### src/rtl/fir_result_reader.sv
// ---------------------------------------------------------------------------
// fir_result_reader
//
// Reads a finished FIR filter's result registers one index per cycle and
// streams the returned words out over a valid/ready interface. Reads are
// issued only when a FIFO slot is guaranteed for the returning word.
//
// Ports
//   clk        : single clock, all state updates on its rising edge
//   reset      : asynchronous, active-low reset
//   done       : filter finished; result registers readable while high
//   regAddr    : result register index driven to the filter
//   regData    : result word, valid RD_LAT cycles after the read issues
//   out_data   : streamed sample (head of the output FIFO)
//   out_valid  : out_data valid
//   out_ready  : consumer accepts when high together with out_valid
//   out_last   : high with the final sample of a run
//   busy       : a run is in progress (reading or draining)
//   abort_err  : sticky flag, done fell during a run
// ---------------------------------------------------------------------------
module fir_result_reader #(
    parameter int signalCount = 10,
    parameter int DATA_W      = 32,
    parameter int RD_LAT      = 2,
    parameter int FIFO_DEPTH  = 4
) (
    input  logic              clk,
    input  logic              reset,
    input  logic              done,
    output logic [31:0]       regAddr,
    input  logic [DATA_W-1:0] regData,
    output logic [DATA_W-1:0] out_data,
    output logic              out_valid,
    input  logic              out_ready,
    output logic              out_last,
    output logic              busy,
    output logic              abort_err
);

    localparam int IDX_W = $clog2(signalCount + 1);
    localparam int PTR_W = $clog2(FIFO_DEPTH);
    localparam int CNT_W = $clog2(FIFO_DEPTH + 1);
    localparam int OCC_W = $clog2(FIFO_DEPTH + RD_LAT + 1);
    localparam logic [IDX_W-1:0] LAST_IDX = IDX_W'(signalCount - 1);

    localparam logic [1:0] IDLE  = 2'd0;
    localparam logic [1:0] ISSUE = 2'd1;
    localparam logic [1:0] DRAIN = 2'd2;
    localparam logic [1:0] HOLD  = 2'd3;

    logic [1:0]            state_q, state_d;
    logic [IDX_W-1:0]      index_q, index_d;
    logic [31:0]           regAddr_q, regAddr_d;
    logic [RD_LAT-1:0]     tagValid_q, tagValid_d;
    logic [RD_LAT-1:0]     tagLast_q, tagLast_d;
    logic [DATA_W-1:0]     fifoMem_q [FIFO_DEPTH];
    logic [FIFO_DEPTH-1:0] lastMem_q, lastMem_d;
    logic [PTR_W-1:0]      wrPtr_q, wrPtr_d;
    logic [PTR_W-1:0]      rdPtr_q, rdPtr_d;
    logic [CNT_W-1:0]      count_q, count_d;
    logic                  abortErr_q, abortErr_d;

    logic                  abortNow;
    logic                  fifoEmpty;
    logic                  issue;
    logic                  push;
    logic                  pop;
    logic [OCC_W-1:0]      inFlight;
    logic [OCC_W-1:0]      occupancy;

    // Number of reads still travelling through the filter's read latency.
    always_comb begin
        inFlight = '0;
        for (int i = 0; i < RD_LAT; i++) begin
            inFlight = inFlight + OCC_W'(tagValid_q[i]);
        end
    end

    // Handshake decode. A read only issues when every in-flight word plus
    // every buffered word still leaves a free FIFO slot, so a push can
    // never find the FIFO full. An abort blocks push, pop and the output.
    always_comb begin
        abortNow  = ((state_q == ISSUE) || (state_q == DRAIN)) && !done;
        fifoEmpty = (count_q == '0);
        occupancy = inFlight + OCC_W'(count_q);
        issue     = (state_q == ISSUE) && done && (occupancy < OCC_W'(FIFO_DEPTH));
        push      = tagValid_q[RD_LAT-1] && !abortNow;
        pop       = !fifoEmpty && out_ready && !abortNow;
    end

    // Run control: index/address generation, the tag shift registers that
    // mark when each read's data arrives, and the state transitions.
    always_comb begin
        state_d    = state_q;
        index_d    = index_q;
        regAddr_d  = regAddr_q;
        abortErr_d = abortErr_q;
        for (int i = RD_LAT - 1; i >= 1; i--) begin
            tagValid_d[i] = tagValid_q[i-1];
            tagLast_d[i]  = tagLast_q[i-1];
        end
        tagValid_d[0] = issue;
        tagLast_d[0]  = issue && (index_q == LAST_IDX);

        case (state_q)
            IDLE: begin
                if (done) begin
                    state_d    = ISSUE;
                    index_d    = '0;
                    abortErr_d = 1'b0;
                end
            end
            ISSUE: begin
                if (!done) begin
                    state_d    = IDLE;
                    abortErr_d = 1'b1;
                end else if (issue) begin
                    regAddr_d = 32'(index_q);
                    index_d   = index_q + IDX_W'(1);
                    if (index_q == LAST_IDX) begin
                        state_d = DRAIN;
                    end
                end
            end
            DRAIN: begin
                if (!done) begin
                    state_d    = IDLE;
                    abortErr_d = 1'b1;
                end else if ((inFlight == '0) && fifoEmpty) begin
                    state_d = HOLD;
                end
            end
            default: begin
                if (!done) begin
                    state_d = IDLE;
                end
            end
        endcase

        if (abortNow) begin
            tagValid_d = '0;
            tagLast_d  = '0;
        end
    end

    // FIFO bookkeeping; an abort flushes everything in one cycle.
    always_comb begin
        wrPtr_d   = push ? wrPtr_q + PTR_W'(1) : wrPtr_q;
        rdPtr_d   = pop ? rdPtr_q + PTR_W'(1) : rdPtr_q;
        lastMem_d = lastMem_q;
        if (push) begin
            lastMem_d[wrPtr_q] = tagLast_q[RD_LAT-1];
        end
        case ({push, pop})
            2'b10:   count_d = count_q + CNT_W'(1);
            2'b01:   count_d = count_q - CNT_W'(1);
            default: count_d = count_q;
        endcase
        if (abortNow) begin
            wrPtr_d = '0;
            rdPtr_d = '0;
            count_d = '0;
        end
    end

    // Control state registers.
    always_ff @(posedge clk or negedge reset) begin
        if (!reset) begin
            state_q    <= IDLE;
            index_q    <= '0;
            regAddr_q  <= '0;
            tagValid_q <= '0;
            tagLast_q  <= '0;
            lastMem_q  <= '0;
            wrPtr_q    <= '0;
            rdPtr_q    <= '0;
            count_q    <= '0;
            abortErr_q <= 1'b0;
        end else begin
            state_q    <= state_d;
            index_q    <= index_d;
            regAddr_q  <= regAddr_d;
            tagValid_q <= tagValid_d;
            tagLast_q  <= tagLast_d;
            lastMem_q  <= lastMem_d;
            wrPtr_q    <= wrPtr_d;
            rdPtr_q    <= rdPtr_d;
            count_q    <= count_d;
            abortErr_q <= abortErr_d;
        end
    end

    // FIFO payload storage needs no reset: it is only visible through
    // out_data when the occupancy count says the head entry is live.
    always_ff @(posedge clk) begin
        if (push) begin
            fifoMem_q[wrPtr_q] <= regData;
        end
    end

    always_comb begin
        out_valid = !fifoEmpty && !abortNow;
        out_data  = out_valid ? fifoMem_q[rdPtr_q] : '0;
        out_last  = out_valid && lastMem_q[rdPtr_q];
        busy      = (state_q == ISSUE) || (state_q == DRAIN);
        abort_err = abortErr_q;
        regAddr   = regAddr_q;
    end

endmodule
### config.mk
export PLATFORM = sky130hd
export DESIGN_NAME = fir_result_reader
export DESIGN_NICKNAME = d
export VERILOG_FILES = /design/src/rtl/fir_result_reader.sv
export SDC_FILE = /design/constraint.sdc
export NUM_CORES = 1
export LEC_CHECK = 0
export BUFFER_PORTS_ARGS = -buffer_cell sky130_fd_sc_hd__buf_2
export CAP_MARGIN = 20
export CORE_UTILIZATION = 49
export DETAILED_ROUTE_END_ITERATION = 16
export HOLD_SLACK_MARGIN = 0.1
export PLACE_DENSITY = 0.75
export SETUP_SLACK_MARGIN = 0.5
export SLEW_MARGIN = 25
export SYNTH_ARGS = -nofsm -noshare
export SYNTH_HDL_FRONTEND = slang
export SYNTH_SLANG_ARGS = --single-unit
### constraint.sdc
create_clock -name clk -period 3.49 [get_ports clk]
set_input_delay 0.349 -clock clk [delete_from_list [all_inputs] [get_ports clk]]
set_output_delay 0.349 -clock clk [all_outputs]
set_load 0.1 [all_outputs]
Yosys cells after proc, flatten, opt, wreduce, memory -nomap -nowiden

Memories as Yosys holds them, arrays and structs flattened.
Cells that the tools add are included.

Register bits: 26
Memory bits (writable): 128
Memories kept: 1

Add/subtract/negate cells: 7
Magnitude comparators: 4
Equal/unequal tests: 13
Multiplexer cells: 31
Reduce and logical (&&, ||, !) cells: 28

Memories:

| memory    | words | bits a word | read ports | clocked after Yosys merged registers in | wr ports | RTL line | text |
|---|---|---|---|---|---|---|---|
| fifoMem_q | 4     | 32          | 1          | 0                                       | 1        | 56       | `logic [DATA_W-1:0] fifoMem_q [FIFO_DEPTH];` |

Operator list:

| operator                                                   | count |
|---|---|
| two-way mux 32 bit                                         | 1 |
| two-way mux 2 bit                                          | 13 |
| two-way mux 4 bit                                          | 3 |
| logical AND 1 bit                                          | 11 |
| inequality test 2 bit, second input constant               | 4 |
| case mux 4 bit (2 select lines)                            | 1 |
| nonzero test 2 bit                                         | 4 |
| zero test 3 bit                                            | 2 |
| less-than comparator 2 x 3 -> 1 bit, second input constant | 2 |
| two-way mux 1 bit                                          | 6 |
| inequality test 3 x 2 -> 1 bit, second input constant      | 2 |
| case mux 2 bit (3 select lines)                            | 1 |
| case mux 3 bit (2 select lines)                            | 1 |
| AND reduction 3 bit                                        | 2 |
| AND reduction 5 bit                                        | 1 |
| adder 2 x 1 -> 2 bit, second input constant                | 2 |
| adder 4 x 1 -> 4 bit, second input constant                | 1 |
| bitwise mux 4 bit                                          | 1 |
| == test 2 x 1 -> 1 bit, second input constant              | 2 |
| == test 2 bit, second input constant                       | 2 |
| == test 4 bit, second input constant                       | 1 |
| inequality test 4 x 1 -> 1 bit, second input constant      | 1 |
| AND reduction 4 bit                                        | 1 |
| adder 2 x 3 -> 3 bit                                       | 1 |
| 15 further kinds                                           | 17 |

Logic depth before layout (Yosys ltp)

Word-level depth: 8
Mapped depth: 9

Worst setup path before layout

No wires, ideal clock.

Path type: register -> output
Start point: register state_q[0]
End point: output out_data[10]
Arrival time: 3.163 ns
Path slack: -0.022 ns
Cell stages (with the launch flop): 7
Path buffers: 1
Cells stage by stage: dfrtp_1 inv_1 ha_1 nand2b_1 o31ai_1 clkbuf_1 nor2b_1

Word-level cells in the longest chain between the ends: 6
Elaborated cells between the ends (all ways): 7
Classes of those cells: eq/ne: 2; mux: 1; reduce/logical: 4

RTL lines:

| what                                                           | RTL line | text |
|---|---|---|
| start, declared                                                | 51       | `logic [1:0] state_q, state_d;` |
| start signal, assigned                                         | 180      | `state_q <= state_d;` |
| == test 2 x 1 -> 1 bit / == test 2 bit (equally long branches) | n/a      |  |
| logical OR 1 bit *                                             | n/a      |  |
| named net busy                                                 | 36       | `output logic busy,` |
| logical AND 1 bit *                                            | 83       | `abortNow = ((state_q == ISSUE) \|\| (state_q == DRAIN)) && !done;` |
| zero test 1 bit *                                              | 202      | `out_valid = !fifoEmpty && !abortNow;` |
| logical AND 1 bit *                                            | 202      |  |
| two-way mux 32 bit *                                           | 203      | `out_data = out_valid ? fifoMem_q[rdPtr_q] : '0;` |
| end, declared                                                  | 32       | `output logic [DATA_W-1:0] out_data,` |

The timed path passes the listed nets; every way through them passes the cells marked *.

Worst setup path after layout

Start point: register state_q[1]
End point: output out_data[16]

Word-level cells in the longest chain between the ends: 6
Elaborated cells between the ends (all ways): 7
Classes of those cells: eq/ne: 2; mux: 1; reduce/logical: 4

RTL lines:

| what                                                           | RTL line |
|---|---|
| == test 2 x 1 -> 1 bit / == test 2 bit (equally long branches) | 83 |
| logical OR 1 bit *                                             | 83 |
| logical AND 1 bit *                                            | 83 |
| zero test 1 bit *                                              | 202 |
| logical AND 1 bit *                                            | 202 |
| two-way mux 32 bit *                                           | 203 |

Every way passes the cells marked *; elsewhere a longest branch is shown, timed or not.

==> summary by stage <==
Placement
Input and output buffers added on the ports amount to 75. The congestion estimate from routability-driven global placement came to 0.709. Summed over all nets, the half-perimeter wirelength after detailed placement is 6860 um.

The placed standard-cell area is 0.00709 sq mm. The cell count after placement is 602.

Worst setup path
For this run, the slowest stage of the critical path takes 0.43 ns. Data on the critical path is required at its endpoint by 3.14 ns. Data arrives at the worst endpoint at 2.47 ns. The nature of the critical path startpoint is a flip-flop.

The critical path endpoint category is an output pin. Traced cell by cell, the critical path runs through inv_1 -> ha_2 -> nand2b_1 -> o31ai_4 -> buf_6 -> nor2b_4 -> buf_2. The biggest fanout along the worst timing path is 27. The slowest stage cell on the critical path is sky130_fd_sc_hd__buf_2. The setup slack on the worst flop-to-flop path is 1.15 ns. The category of the critical setup timing path is flip-flop to output pin.

STA
The final-report hold violation count is 0. The final number of max-transition violations is 0. The highest attainable clock frequency is 0.354 GHz. Dividing the final minimum period by the clock period gives 80.9%. The setup-violating endpoint count in the final report is 0. The final critical delay including setup and external delays is 2.82 ns.

Hold timing on the final database bottoms out at a slack of 0.143 ns. The transition time at the pin with the least slew margin is 0.837 ns. The final clock skew is 0.00817 ns. Setup repair after global routing left no endpoint under its margin. Headroom to the max-slew limit came out at 44.2%.

The sum of negative setup slack is 0 ns.

Yosys
The area share of the largest cell type after synthesis is 59.4%. For this run, the leading register cell type out of synthesis is sky130_fd_sc_hd__edfxtp_1. By instance count, the leading cell after synthesis is sky130_fd_sc_hd__edfxtp_1. The share of synthesized registers carrying an async set or reset is 16.9%.

The sequential element share of the synthesized area is 69.4%. The per-instance average area after synthesis is 17.8 sq um. The synthesized design contains 128 enable-type register cells. By area the synthesized netlist is led by sky130_fd_sc_hd__edfxtp_1 59%, sky130_fd_sc_hd__mux4_2 11%, sky130_fd_sc_hd__dfrtp_1 10%, sky130_fd_sc_hd__nor2b_1 3.4%, sky130_fd_sc_hd__buf_4 3.2%. Ranked by instance count, the synthesized netlist is headed by 128 x sky130_fd_sc_hd__edfxtp_1, 35 x sky130_fd_sc_hd__nor2b_1, 33 x sky130_fd_sc_hd__mux4_2. Counting every instance in the synthesized netlist gives 363. sky130_fd_sc_hd__edfxtp_1 takes more of the synthesized area than any other cell. The number of flip-flops and latches in the synthesized netlist is 154. The number of different library cells used by synthesis comes to 38. For this run, the number of Yosys warnings is 0. The synthesized area is 0.00647 sq mm.

Clocking
The buffer count from post-CTS setup fixing is 0. CTS placed an instance of sky130_fd_sc_hd__clkbuf_16 at the clock tree root. Clock-pin slew was measured on the worst setup and hold paths at 0.06 ns. The clock network latency to the later pin of the worst-skew pair is 0.42 ns.

The longest clock path from root to sink contains 2 buffers. The clock net in this run drives a total of 154 sinks. TritonCTS built the clock tree. The maximum level of the CTS H-tree is 4. The CTS buffer count is 17.

Run
Max-cap violations in this run came to 0.

Die
The total number of placement rows is 41. The area of the placeable core is 0.0128 sq mm. For this configuration, the core starts out at a cell density of 50.7%. The die height is 117 um. During I/O placement, the number of pins put on the boundary was 104.

The die boundary width is 117 um. The floorplan step defined a die boundary enclosing 0.0137 sq mm.

Routing
The total iterations of the first detailed-routing run is 4. The final layout contains routed wiring with a total length of 11,000 um. The number of nets still failing antenna checks after routing is 0.

After detailed routing, the number of remaining DRC violations is 0. Dividing the detail-routed via count by the number of cells gives 5.10. In the final routed layout, each cell accounts on average for 17.3 um.

The via count is 3,246. For this block, the initial DRC count from the detailed router was 261.

Cells and area
The final instance area is 0.00775 sq mm. The share of post-route cells with drive strength above 1 is 42.3%. The count of cells in the finished layout, fillers not included, comes to 636. The final net count is 500. The layout overhead on the synthesized area is 19.7%.

Min path
The min-delay analysis places its worst path in the category primary input to flip-flop.

Global route
The via count of the first global-routing pass is 3,283. The pin count of the biggest net entering global routing is 35. The first global-routing pass estimated 16,900 um of wire. In the global route stage, overall resource usage came out at 17.5%. The total overflow left after global routing is 0. The initial antenna violation count was 1.

Run status
The run finished with clean final reports.
[critical path: cells and delay by family (launching register included)]
family                   cells  cell delay [ns]
AO/OA/AOI/OAI                1             0.19
buffers and inverters        3             0.80
AND/OR/NAND/NOR              2             0.33
flip-flops                   1             0.41
adder cells (fa/ha/maj)      1             0.30
[path summary, 6_finish.rpt]
| check | start | endpoint | depth (start not counted) |
|---|---|---|---|
| setup / recovery | state_q[1] | out_data[16] | 7 |
| hold / removal | regData[20] | fifoMem_q[2][20] | 1 |
| setup reg to reg | state_q[1] | fifoMem_q[2][6] | 5 |
| hold reg to reg | tagLast_q[0] | tagLast_q[1] | 1 |
| max in group asynchronous | reset | rdPtr_q[1] | 2 |
| min in group asynchronous | reset | rdPtr_q[0] | 2 |
[timing repair]
item / 4_1_cts / 5_1_grt
hold endpoints to repair: 26 / 0
pin swaps: 0 / 0
resized for setup: 2 / 15
setup endpoints to repair: 2 / 27
hold buffers: 1 / 0
[registers in the layout (all words and copies together), names as in the netlist]
name / flops
wrPtr_q: 2
index_q: 4
abort_err: 1
count_q: 3
tagValid_q: 2
rdPtr_q: 2
lastMem_q: 4
fifoMem_q: 128
regAddr: 4
tagLast_q: 2
state_q: 2
[layout make-up]
| type | instances | area [sq um] |
|---|---|---|
| Antenna cell | 1 | 2.50 |
| Clock buffer | 21 | 450 |
| Inverter | 11 | 41.3 |
| Fill cell | 933 | 5030 |
| Sequential cell | 154 | 4500 |
| Timing Repair Buffer | 84 | 502 |
| Tap cell | 172 | 215 |
| Clock inverter | 11 | 148 |
| Multi-Input combinational cell | 182 | 1890 |
[through the flow]
step	util, %	worst slack (ns)
final	60.7	0.667
after global routing	60.6	0.514
after CTS	60.3	0.523
after detailed placement	55.5	0.945
after global placement	55.5	1.03
after floorplan	-	0.459
[routing by layer]
metal  global-route usage [%]  routed length [um]  up-vias
li1                         -                   -     1499
met1                     21.4                4720     1636
met2                     29.1                5620       98
met3                     5.25                 502       13
met4                     7.59                 155        0
met5                        0                   0        -
[layout by cell type (no fill, tap or decap), drive strengths merged, types with 4 or more instances in the layout]
cell type,instances
xnor2,4
clkbuf,35
inv,11
mux2,9
mux4,33
clkinv,7
nand2,9
edfxtp,128
ha,13
conb,28
nor2,11
buf,69
nor2b,35
dfrtp,26
mux2i,5
and3,5
[cell families (layout without fill, tap and decap cells)]
kind of cell / count (synthesis) / count (layout) / synth area share, %
AO/OA/AOI/OAI: 14 / 14 / 1.84
XOR/XNOR: 5 / 5 / 0.676
adder cells (fa/ha/maj): 14 / 14 / 2.82
buffers and inverters: 54 / 127 / 4.85
flip-flops: 154 / 154 / 69.4
multiplexers: 47 / 47 / 13.9
other: 1 / 29 / 0.0579
AND/OR/NAND/NOR: 74 / 74 / 6.47
Power is left out: the tool's default activity adds up to more than one toggle a clock period on the data nets, which glitch-free logic cannot reach.
